File: src/rtl/router_pkg.sv
// Shared router definitions: 9-bit header field offsets, encapsulated word
// layout offsets and the DFX encapsulator FSM state encoding.
package router_pkg;

  localparam int HDR_W      = 9;
  localparam int TTL_MSB    = 8;
  localparam int TTL_LSB    = 7;
  localparam int PKTNUM_MSB = 6;
  localparam int PKTNUM_LSB = 2;
  localparam int SRC_MSB    = 1;
  localparam int SRC_LSB    = 0;

  localparam int DST_LSB    = 9;
  localparam int LEN_LSB    = 32;
  localparam int LEN_WIDTH  = 16;

  typedef enum logic [2:0] {
    ST_IDLE  = 3'd0,
    ST_REQ   = 3'd1,
    ST_LATCH = 3'd2,
    ST_HDR   = 3'd3,
    ST_PAY   = 3'd4,
    ST_TAIL  = 3'd5,
    ST_DONE  = 3'd6
  } encap_state_e;

endpackage

File: src/rtl/dfx_xor_checksum.sv
// Running XOR over accepted payload words, with a synchronous clear that
// restarts the accumulation for each packet.
module dfx_xor_checksum #(
  parameter int DATA_W = 64
) (
  input  logic              clk,
  input  logic              rst,
  input  logic              clr,
  input  logic              en,
  input  logic [DATA_W-1:0] din,
  output logic [DATA_W-1:0] sum
);

  always_ff @(posedge clk) begin
    if (rst || clr) begin
      sum <= '0;
    end else if (en) begin
      sum <= sum ^ din;
    end
  end

endmodule

File: src/rtl/dfx_pkt_encap.sv
// Frames a DFX payload stream into one Aurora packet (header, payload, optional
// tail) for router input port 0. Tail word is built when DFX_ENCAP_TAIL_EN is defined.
module dfx_pkt_encap
  import router_pkg::*;
#(
  parameter int AURORA_DATA_WIDTH = 64,
  parameter int ADDR_WIDTH        = 10,
  parameter int PAYLOAD_WORDS     = 16
) (
  input  logic                         clk,
  input  logic                         rst,
  input  logic                         dfx_start,
  output logic                         ready_encap_dfx,
  input  logic [8:0]                   header_pkt_send,
  input  logic [ADDR_WIDTH-1:0]        router_dst_addr_send,
  input  logic                         payload_valid,
  input  logic [AURORA_DATA_WIDTH-1:0] payload_data,
  output logic                         payload_ready,
  input  logic                         fifo_almost_full,
  output logic                         wr_input_port_0,
  output logic [AURORA_DATA_WIDTH-1:0] data_input_port_0,
  output logic                         encap_busy,
  output logic                         pkt_done
);

  localparam int CNT_W = $clog2(PAYLOAD_WORDS + 1);

  encap_state_e                   state;
  logic [HDR_W-1:0]               hdr_cap_p0;
  logic [ADDR_WIDTH-1:0]          dst_cap_p0;
  logic [CNT_W-1:0]               word_cnt;
  logic                           pay_accept;
  logic                           last_word;
  logic [AURORA_DATA_WIDTH-1:0]   hdr_word;

  assign pay_accept    = (state == ST_PAY) && payload_valid && !fifo_almost_full;
  assign payload_ready = pay_accept;
  assign last_word     = (word_cnt == CNT_W'(PAYLOAD_WORDS - 1));

  always_comb begin
    hdr_word                          = '0;
    hdr_word[HDR_W-1:0]               = hdr_cap_p0;
    hdr_word[DST_LSB +: ADDR_WIDTH]   = dst_cap_p0;
    hdr_word[LEN_LSB +: LEN_WIDTH]    = LEN_WIDTH'(PAYLOAD_WORDS);
  end

`ifdef DFX_ENCAP_TAIL_EN
  logic [AURORA_DATA_WIDTH-1:0] csum;
  logic [AURORA_DATA_WIDTH-1:0] tail_word;

  dfx_xor_checksum #(
    .DATA_W (AURORA_DATA_WIDTH)
  ) u_csum (
    .clk (clk),
    .rst (rst),
    .clr (state == ST_LATCH),
    .en  (pay_accept),
    .din (payload_data),
    .sum (csum)
  );

  // Low bits of the checksum are replaced by the header so the tail is self-identifying.
  always_comb begin
    tail_word            = csum;
    tail_word[HDR_W-1:0] = hdr_cap_p0;
  end
`endif

  always_ff @(posedge clk) begin
    if (rst) begin
      state             <= ST_IDLE;
      ready_encap_dfx   <= 1'b0;
      wr_input_port_0   <= 1'b0;
      data_input_port_0 <= '0;
      encap_busy        <= 1'b0;
      pkt_done          <= 1'b0;
      hdr_cap_p0        <= '0;
      dst_cap_p0        <= '0;
      word_cnt          <= '0;
    end else begin
      ready_encap_dfx <= 1'b0;
      wr_input_port_0 <= 1'b0;
      pkt_done        <= 1'b0;
      case (state)
        ST_IDLE: begin
          if (dfx_start) begin
            state           <= ST_REQ;
            ready_encap_dfx <= 1'b1;
            encap_busy      <= 1'b1;
          end
        end
        ST_REQ: begin
          state <= ST_LATCH;
        end
        // TTL passes through untouched; only the router controller decrements it.
        ST_LATCH: begin
          hdr_cap_p0[TTL_MSB:TTL_LSB]       <= header_pkt_send[TTL_MSB:TTL_LSB];
          hdr_cap_p0[PKTNUM_MSB:PKTNUM_LSB] <= header_pkt_send[PKTNUM_MSB:PKTNUM_LSB];
          hdr_cap_p0[SRC_MSB:SRC_LSB]       <= header_pkt_send[SRC_MSB:SRC_LSB];
          dst_cap_p0                        <= router_dst_addr_send;
          state                             <= ST_HDR;
        end
        ST_HDR: begin
          if (!fifo_almost_full) begin
            wr_input_port_0   <= 1'b1;
            data_input_port_0 <= hdr_word;
            state             <= ST_PAY;
          end
        end
        ST_PAY: begin
          if (pay_accept) begin
            wr_input_port_0   <= 1'b1;
            data_input_port_0 <= payload_data;
            word_cnt          <= word_cnt + CNT_W'(1);
            if (last_word) begin
`ifdef DFX_ENCAP_TAIL_EN
              state <= ST_TAIL;
`else
              state <= ST_DONE;
`endif
            end
          end
        end
`ifdef DFX_ENCAP_TAIL_EN
        ST_TAIL: begin
          if (!fifo_almost_full) begin
            wr_input_port_0   <= 1'b1;
            data_input_port_0 <= tail_word;
            state             <= ST_DONE;
          end
        end
`endif
        ST_DONE: begin
          pkt_done   <= 1'b1;
          word_cnt   <= '0;
          encap_busy <= 1'b0;
          state      <= ST_IDLE;
        end
        default: begin
          encap_busy <= 1'b0;
          state      <= ST_IDLE;
        end
      endcase
    end
  end

endmodule

File: config.mk
export PLATFORM = sky130hd
export DESIGN_NAME = dfx_pkt_encap
export DESIGN_NICKNAME = d
export VERILOG_FILES = /design/src/rtl/router_pkg.sv /design/src/rtl/dfx_xor_checksum.sv /design/src/rtl/dfx_pkt_encap.sv
export SDC_FILE = /design/constraint.sdc
export NUM_CORES = 1
export LEC_CHECK = 0
export BUFFER_PORTS_ARGS = -buffer_cell sky130_fd_sc_hd__buf_4
export CORE_MARGIN = 8
export CORE_UTILIZATION = 43
export DETAILED_ROUTE_END_ITERATION = 7
export GPL_TIMING_DRIVEN = 0
export PLACE_DENSITY = 0.75
export SLEW_MARGIN = 40
export SYNTH_ARGS = -nofsm -noshare
export SYNTH_HDL_FRONTEND = slang
export SYNTH_HIERARCHICAL = 1
export SYNTH_SLANG_ARGS = --single-unit
File: constraint.sdc
create_clock -name clk -period 1.54 [get_ports clk]
set_input_delay 0.077 -clock clk [delete_from_list [all_inputs] [get_ports clk]]
set_output_delay 0.077 -clock clk [all_outputs]
set_load 0.005 [all_outputs]
; ---- After elaboration in Yosys (flattened, before gate mapping)
; Index checks and enable logic that the tools add are counted.
[totals]
elab_cells = 51
inputBits = 88
reg_bits = 95
[classes]
n_eq_ne = 10
bitwise_logic = 2
mux = 17
n_reduce_logical = 12
n_addsub = 1
[ops]
columns = operator, count
row1 = $mux W64, 2
row2 = $pmux W64 S2, 1
row3 = $pmux W3 S5, 1
row4 = $mux W3, 4
row5 = $pmux W5 S2, 1
row6 = $ne A2 B2 Y1 const B, 4
row7 = $eq A3 B2 Y1 const B, 2
row8 = $eq A3 B3 Y1 const B, 2
row9 = $add A5 B1 Y5 const B, 1
row10 = $eq A5 B4 Y1 const B, 1
row11 = $mux W1, 5
row12 = $mux W5, 1
row13 = $pmux W1 S2, 2
row14 = $reduce_and A2 Y1, 2
row15 = $reduce_and A4 Y1, 1
row16 = $reduce_bool A2 Y1, 2
row17 = $reduce_or A4 Y1, 1
row18 = $eq A3 B1 Y1 const B, 1
row19 = $logic_not A3 Y1, 1
row20 = $reduce_and A3 Y1, 1
row21 = $logic_and A1 B1 Y1, 2
row22 = $not A1 Y1, 2
row23 = $reduce_or A2 Y1, 1
row24 = $logic_not A1 Y1, 1

; ---- Longest topological paths before layout
; Gate-level depths: netlist of the first run.
[depth]
depth_word = 5
ltp_mapped = 6
mapped_depth_nobuf = 5

; ---- Worst setup path after synthesis of the first run
; OpenSTA, ideal clock, no wires.
[synth_path]
kind = reg2reg
startpoint = register state[2]
endpoint = register dst_cap_p0[7]
path_stages_with_launch = 7
slack_ns = 0.093
arrival_time_ns = 1.315
setup_time_ns = 0.132
t_required_ns = 1.408
period_less_slack_ns = 1.447
cell_sequence = dfxtp_1 -> buf_6 -> or3b_2 -> buf_2 -> buf_6 -> nand2_1 -> a21oi_1
[synth_between]
elab_chain_len = 1
[synth_lines]
columns = item, line
row1 = "start, declared", dfx_pkt_encap.sv:28  ; encap_state_e state;
row2 = "start signal, assigned", dfx_pkt_encap.sv:71  ; state <= ST_IDLE;
row3 = "start signal, assigned", dfx_pkt_encap.sv:87  ; state <= ST_REQ;
row4 = "start signal, assigned", dfx_pkt_encap.sv:93  ; state <= ST_LATCH;
row5 = $eq A3 B2 Y1, dfx_pkt_encap.sv:84  ; case (state)
row6 = "end signal, assigned", dfx_pkt_encap.sv:100  ; dst_cap_p0 <= router_dst_addr_send;
row7 = "end, declared", dfx_pkt_encap.sv:30  ; logic [ADDR_WIDTH-1:0] dst_cap_p0;
; No other way between the ends.
; A chain may end at the register's enable or synchronous reset.

; ---- Final worst setup path of the first run
[layout_path]
startpoint = register state[0]
endpoint = output port payload_ready
[layout_between]
elab_chain_len = 3
[layout_lines]
columns = item, line
row1 = $eq A3 B3 Y1, dfx_pkt_encap.sv:36  ; assign pay_accept = (state == ST_PAY) && payload_valid && !fifo_almost_full;
row2 = $logic_and A1 B1 Y1 (2 in series), dfx_pkt_encap.sv:36
row3 = "end, declared", dfx_pkt_encap.sv:18  ; output logic payload_ready,
; No other way between the ends.

==> results of run 1 <==
==> power breakdown <==
| part | leakage [nW] | internal (W) | total, W | switching [W] |
|---|---|---|---|---|
| clock network | 0.0944 | 0.000763 | 0.00166 | 0.000901 |
| logic | 1.60 | 0.000418 | 0.000726 | 0.000308 |
| registers | 0.770 | 0.00252 | 0.00256 | 0.0000374 |
==> worst register-to-register path: cells and delay by family (launching register included) <==
kind,cells,cell delay (ns)
compound gates,2,0.46
buf+inv,3,0.44
flops,1,0.37
simple gates,1,0.17
==> cell families after synthesis <==
logic type | Yosys count | synth area share [%]
AND/OR/NAND/NOR | 87 | 12.0
flip-flops | 95 | 51.0
adder cells (fa/ha/maj) | 2 | 0.671
multiplexers | 19 | 5.10
buffers and inverters | 39 | 6.17
AO/OA/AOI/OAI | 99 | 25.0
==> sequential cells by signal, summed over array words and instances, names as in the netlist, 3 cells and up <==
name	cells
data_input_port_0	64
dst_cap_p0	10
hdr_cap_p0	9
word_cnt	5
state	3
==> layout make-up <==
type | instances | area, µm² | share of cell area [%]
Timing Repair Buffer | 230 | 1920 | 31.7
Tap cell | 108 | 135 | 2.23
Buffer | 34 | 258 | 4.25
Multi-Input combinational cell | 207 | 1620 | 26.8
Inverter | 4 | 20.0 | 0.330
Clock inverter | 6 | 70.1 | 1.16
Sequential cell | 95 | 1910 | 31.5
Clock buffer | 10 | 128 | 2.11
==> repair_timing <==
action,CTS,global route
setup endpoints to repair,71,53
gates resized for setup,11,22
pin swaps,0,5
setup buffers,1,10
hold buffers,63,0
hold endpoints to repair,63,0
gates cloned,0,1
==> worst max-delay path by stage <==
stage,from,to,slack (ns),cells past startpoint
after floorplan,state[2],dst_cap_p0[7],0.09,6
after global placement,state[1],data_input_port_0[46],-0.12,4
after detailed placement,state[1],data_input_port_0[32],-0.16,4
after CTS,state[1],payload_ready,-0.08,5
after global routing,state[0],payload_ready,-0.07,5
final,state[0],payload_ready,-0.02,5
==> cells in the final DEF, fill, tap and decap left out, types with 3 or more instances in the layout <==
cell	netlist	layout
buf_2	13	5
a32o_1	44	43
a221oi_2	19	19
clkbuf_4	0	4
nand3b_1	3	3
dlygate4sd3_1	0	63
buf_4	2	166
dfxtp_2	0	3
nand2_1	40	40
mux2i_1	19	17
clkbuf_8	0	9
buf_6	8	9
a21oi_1	26	26
dfxtp_1	95	91
nor2_1	25	25
clkbuf_1	10	9
==> through the flow <==
stage | util [%] | setup TNS (ns)
after detailed placement | 58.8 | -7.55
final | 70.9 | -0.0253
after CTS | 68.9 | -0.0814
after global routing | 70.9 | -1.39
after global placement | 58.8 | -5.38
after floorplan | - | 0
==> layer usage <==
metal	track usage (%)	up-vias	wire, µm
met1	22.2	1773	4920
li1	-	1756	-
met5	0	-	0
met3	7.98	18	1320
met4	7.04	0	189
met2	32.7	156	5870
==> run metrics, run 1 <==
result of the run finished with violations; failing checks setup timing; RSZ-0062 raised after global routing yes; initial antenna violation count 0; routability cong. 0.759; Leak approximately 2.5 nW; Layout Cells excl Fill 694; Initial Util ~44%; WP data arrival 1.49 ns; most area-hungry cell type in the Yosys netlist dfxtp_1; dpl cell area 0.00503 mm²; largest net degree at the start of global routing 17; Min-Delay Path Depth 2; GRT Total Usage 19.7%; total power draw slightly below 0.005 W; Setup crit start kind flop; total CTS buffers 9; worst-skew pair later-pin latency ~0.36 ns; Peak VDD IR 0.000498 V; CP Max Fanout 7; # nets final 671; TritonRoute pass-1 iters 4; worst reg-to-reg path cell count 6; post-synthesis sequential area ratio 51.0%; Tmin final 1.56 ns; Worst slew margin between 50% and 60%; final worst-path cycle share 101%; worst slack, placed -0.161 ns; CTS tree done; worst path cell trace nand4bb_4 > or2_4 > buf_12 > clkinv_4 > buf_6; Setup CP Type flop to primary output; crit-path leading delay family simple AND/OR/NAND/NOR gates; clk root buf clkbuf_8; Antenna Cells 0; FF-to-FF setup slack 0 ns; Hold Crit Class input pin to flop; Final Skew 0.0111 ns; slowest CP cell dfxtp_2; share of the synthesized area in the top cell type 51.0%; most frequent cell after synthesis dfxtp_1; clk sinks 95; Via-to-Cell Ratio 5.34; die area 0.0119 mm²; Pwr per Cell Area 817 mW/mm²; ys async rst share 0%; Critical Path RT 1.46 ns; via count 3703; Buf/Inv on CP 3; H-tree depth 3; I/O pin count between 150 and 200; final setup vio count 3; port bufs 155; Yosys warnings 6; Mean Syn Cell Area 10.9 µm²; Net Count, Synth 431; maxcap violations 0; post-route cell area 0.00606 mm²; filler cell count a little under 600; fraction of layout instances using a drive strength above 1 41.6%; ys flop type dfxtp_1; Seq cells post-synth 95; worst hold slack approximately 0.023 ns; drt total wl 12300 µm; Worst Tran Pin Value roughly 0.71 ns; CTS Buffer Depth 2; synthesized cell area 0.00373 mm²; Worst setup EP type primary output; Syn Inst Count 341; Antenna Nets Post-Route 0; clock-pin slew on the worst setup and hold paths 0.09 ns; Worst R2R Start state[2]; first-pass GRT wire length 18600 µm; Final Hold Fails 0; DRC 0; Area contributors post-synth dfxtp_1 (51%), a32o_1 (12%), a221oi_2 (7.6%); Cell variety after synth 37; total congestion overflow 0; DIE WIDTH 109 µm; Die Y ~110 µm; Routed WL per cell 17.7 µm; Post-synth top cells dfxtp_1 (95), a32o_1 (44), nand2_1 (40); drt initial violations 230; Slew Limit Fails 0; WHS Endpoint data_input_port_0[36]; Layout area overhead 62.4%; Slowest Stage Delay on Critical Path roughly 0.33 ns; Placed Cells incl. Taps between 600 and 700; Post-synth EDFFs 0; Hold Crit Start payload_data[36]; Rows 34; Max Freq 640 MHz; setup ws final -0.0227 ns; worst r2r dst data_input_port_0[34]; CORE AREA 0.00855 mm²; DP Wirelength 8270 µm; vias in the first global route 3766
Power figures use the tool's default switching activity.
==> run 2: changes to the inputs <==
- SETUP_SLACK_MARGIN: default -> 0.05
==> run 2 against run 1 <==
The run still ends with setup timing left; sequential share of layout area is 1.8 points lower; register-to-register slack worse by 0.05 ns; sequential power hardly changed; count of clock-buffer cells in the layout stayed put; global-route usage is 1.3 points higher; non-clock buffer count is 13 higher; clock skew is 0.0010 ns lower; critical endpoint is now data_input_port_0[57]; largest cell class unchanged.
==> run metrics, run 2 (synthesized netlist as in run 1, its figures left out) <==
Final Skew 0.0101 ns; RSZ-0062 raised after global routing yes; Die Y approximately 110 µm; most frequent cells in the layout buf_4 (169), dfxtp_1 (90), dlygate4sd3_1 (63); Peak VDD IR 0.000524 V; setup ws final -0.0468 ns; Critical Path RT 1.80 ns; DRC 0; via count approximately 3800; filler cell count 523; first-pass GRT wire length 19700 µm; clk sinks 95; fraction of layout instances using a drive strength above 1 between 40% and 50%; initial antenna violation count 0; clock-pin slew on the worst setup and hold paths about 0.10 ns; Largest register FFs 64; worst-skew pair later-pin latency 0.36 ns; slowest CP cell dfxtp_2; worst slack, placed -0.161 ns; I/O pin count between 150 and 200; result of the run finished with violations; Layout Cells excl Fill 707; Slowest Stage Delay on Critical Path 0.33 ns; port bufs 155; crit-path leading delay family compound AO/OA/AOI/OAI gates; Pwr per Cell Area 785 mW/mm²; DP Wirelength 8270 µm; largest net degree at the start of global routing 17; CP Max Fanout 8; Final Hold Fails 0; GRT Total Usage 21.0%; drt total wl roughly 13000 µm; total CTS buffers 9; Hold Crit Class input pin to flop; drt initial violations a little under 200; CTS Buffer Depth 2; Setup crit start kind flop; Setup CP Type flop to flop; failing checks setup timing; Antenna Nets Post-Route 0; Worst setup EP type flop; vias in the first global route 3948; final setup vio count 31; Tmin final 1.59 ns; Worst Tran Pin Value 0.703 ns; Max Freq around 630 MHz; worst hold slack 0.0251 ns; H-tree depth 3; Slew Limit Fails 0; TritonRoute pass-1 iters 5; Via-to-Cell Ratio 5.43; most common cell after layout, fill and taps aside buf_4; worst path cell trace nand4bb_4 > buf_12 > a21o_4 > buf_12 > clkbuf_16 > a32o_1; Routed WL per cell 19.0 µm; Worst slew margin 53.1%; Leak 2.64 nW; Initial Util 43.6%; total congestion overflow 0; DIE WIDTH approximately 110 µm; Reg with most FFs data_input_port_0; Placed Cells incl. Taps 604; top flop regs data_input_port_0 x64, dst_cap_p0 x10, hdr_cap_p0 x9; WP data arrival 1.85 ns; Layout area overhead 72.4%; Buf/Inv on CP 3; Antenna Cells 0; Rows 34; die area 0.0119 mm²; maxcap violations 0; final worst-path cycle share 103%; Top cell by count, worst path buf_12; clk root buf clkbuf_8; CORE AREA 0.00855 mm²; routability cong. 0.759; CTS tree done; # nets final 684
==> run 2: cell types whose count changed in the layout (fill, tap and decap cells not counted), sizes merged <==
| cell | delta |
|---|---|
| buf | +13 |
==> run 2: worst paths after layout <==
path                                  startpoint  cells past startpoint                     to  slack (ns)
worst max-delay path                    state[1]                      6  data_input_port_0[57]       -0.05
worst min-delay path            payload_data[36]                      2  data_input_port_0[36]        0.03
worst max register to register          state[1]                      6  data_input_port_0[57]       -0.05
worst min register to register     dst_cap_p0[8]                      2          dst_cap_p0[8]        0.46
==> run 2: stage by stage <==
step	TNS [ns]	utilization, %	instance area, µm²	total power (W)
after detailed placement	-7.55	58.8	5030	0.00318
final	-0.480	75.2	6430	0.00505
after global placement	-5.38	58.8	5030	0.00317
after global routing	-2.04	75.2	6430	0.00523
after floorplan	0	-	3730	0.00289
after CTS	0	71.1	6080	0.00499
==> run 2: area by class of cell <==
class | count | area (µm²) | share of cell area, %
inverters | 4 | 20.0 | 0.311
repair buffers | 242 | 2110 | 32.9
well taps | 108 | 135 | 2.10
clock inverters | 6 | 70.1 | 1.09
plain buffers | 35 | 309 | 4.81
multi-input cells | 207 | 1750 | 27.1
clock buffers | 10 | 128 | 1.98
flip-flops and latches | 95 | 1910 | 29.7
==> run 2: layer usage <==
| metal | vias to the layer above | wire length (µm) | global-route usage (%) |
|---|---|---|---|
| met4 | 0 | 211 | 8.31 |
| met3 | 19 | 1450 | 8.57 |
| li1 | 1787 | - | - |
| met5 | - | 0 | 0 |
| met1 | 1853 | 5100 | 22.4 |
| met2 | 178 | 6680 | 36.1 |
==> run 2: where the power goes <==
group | switching [W] | internal [W]
clock network | 0.000893 | 0.000763
registers | 0.0000418 | 0.00252
logic | 0.000338 | 0.000487
==> run 2: what timing repair did <==
action | CTS | global route
hold buffers | 63 | 0
gates resized for setup | 26 | 59
gates cloned | 1 | 6
pin swaps | 7 | 50
setup buffers | 13 | 4
setup endpoints to repair | 72 | 85
hold endpoints to repair | 63 | 0
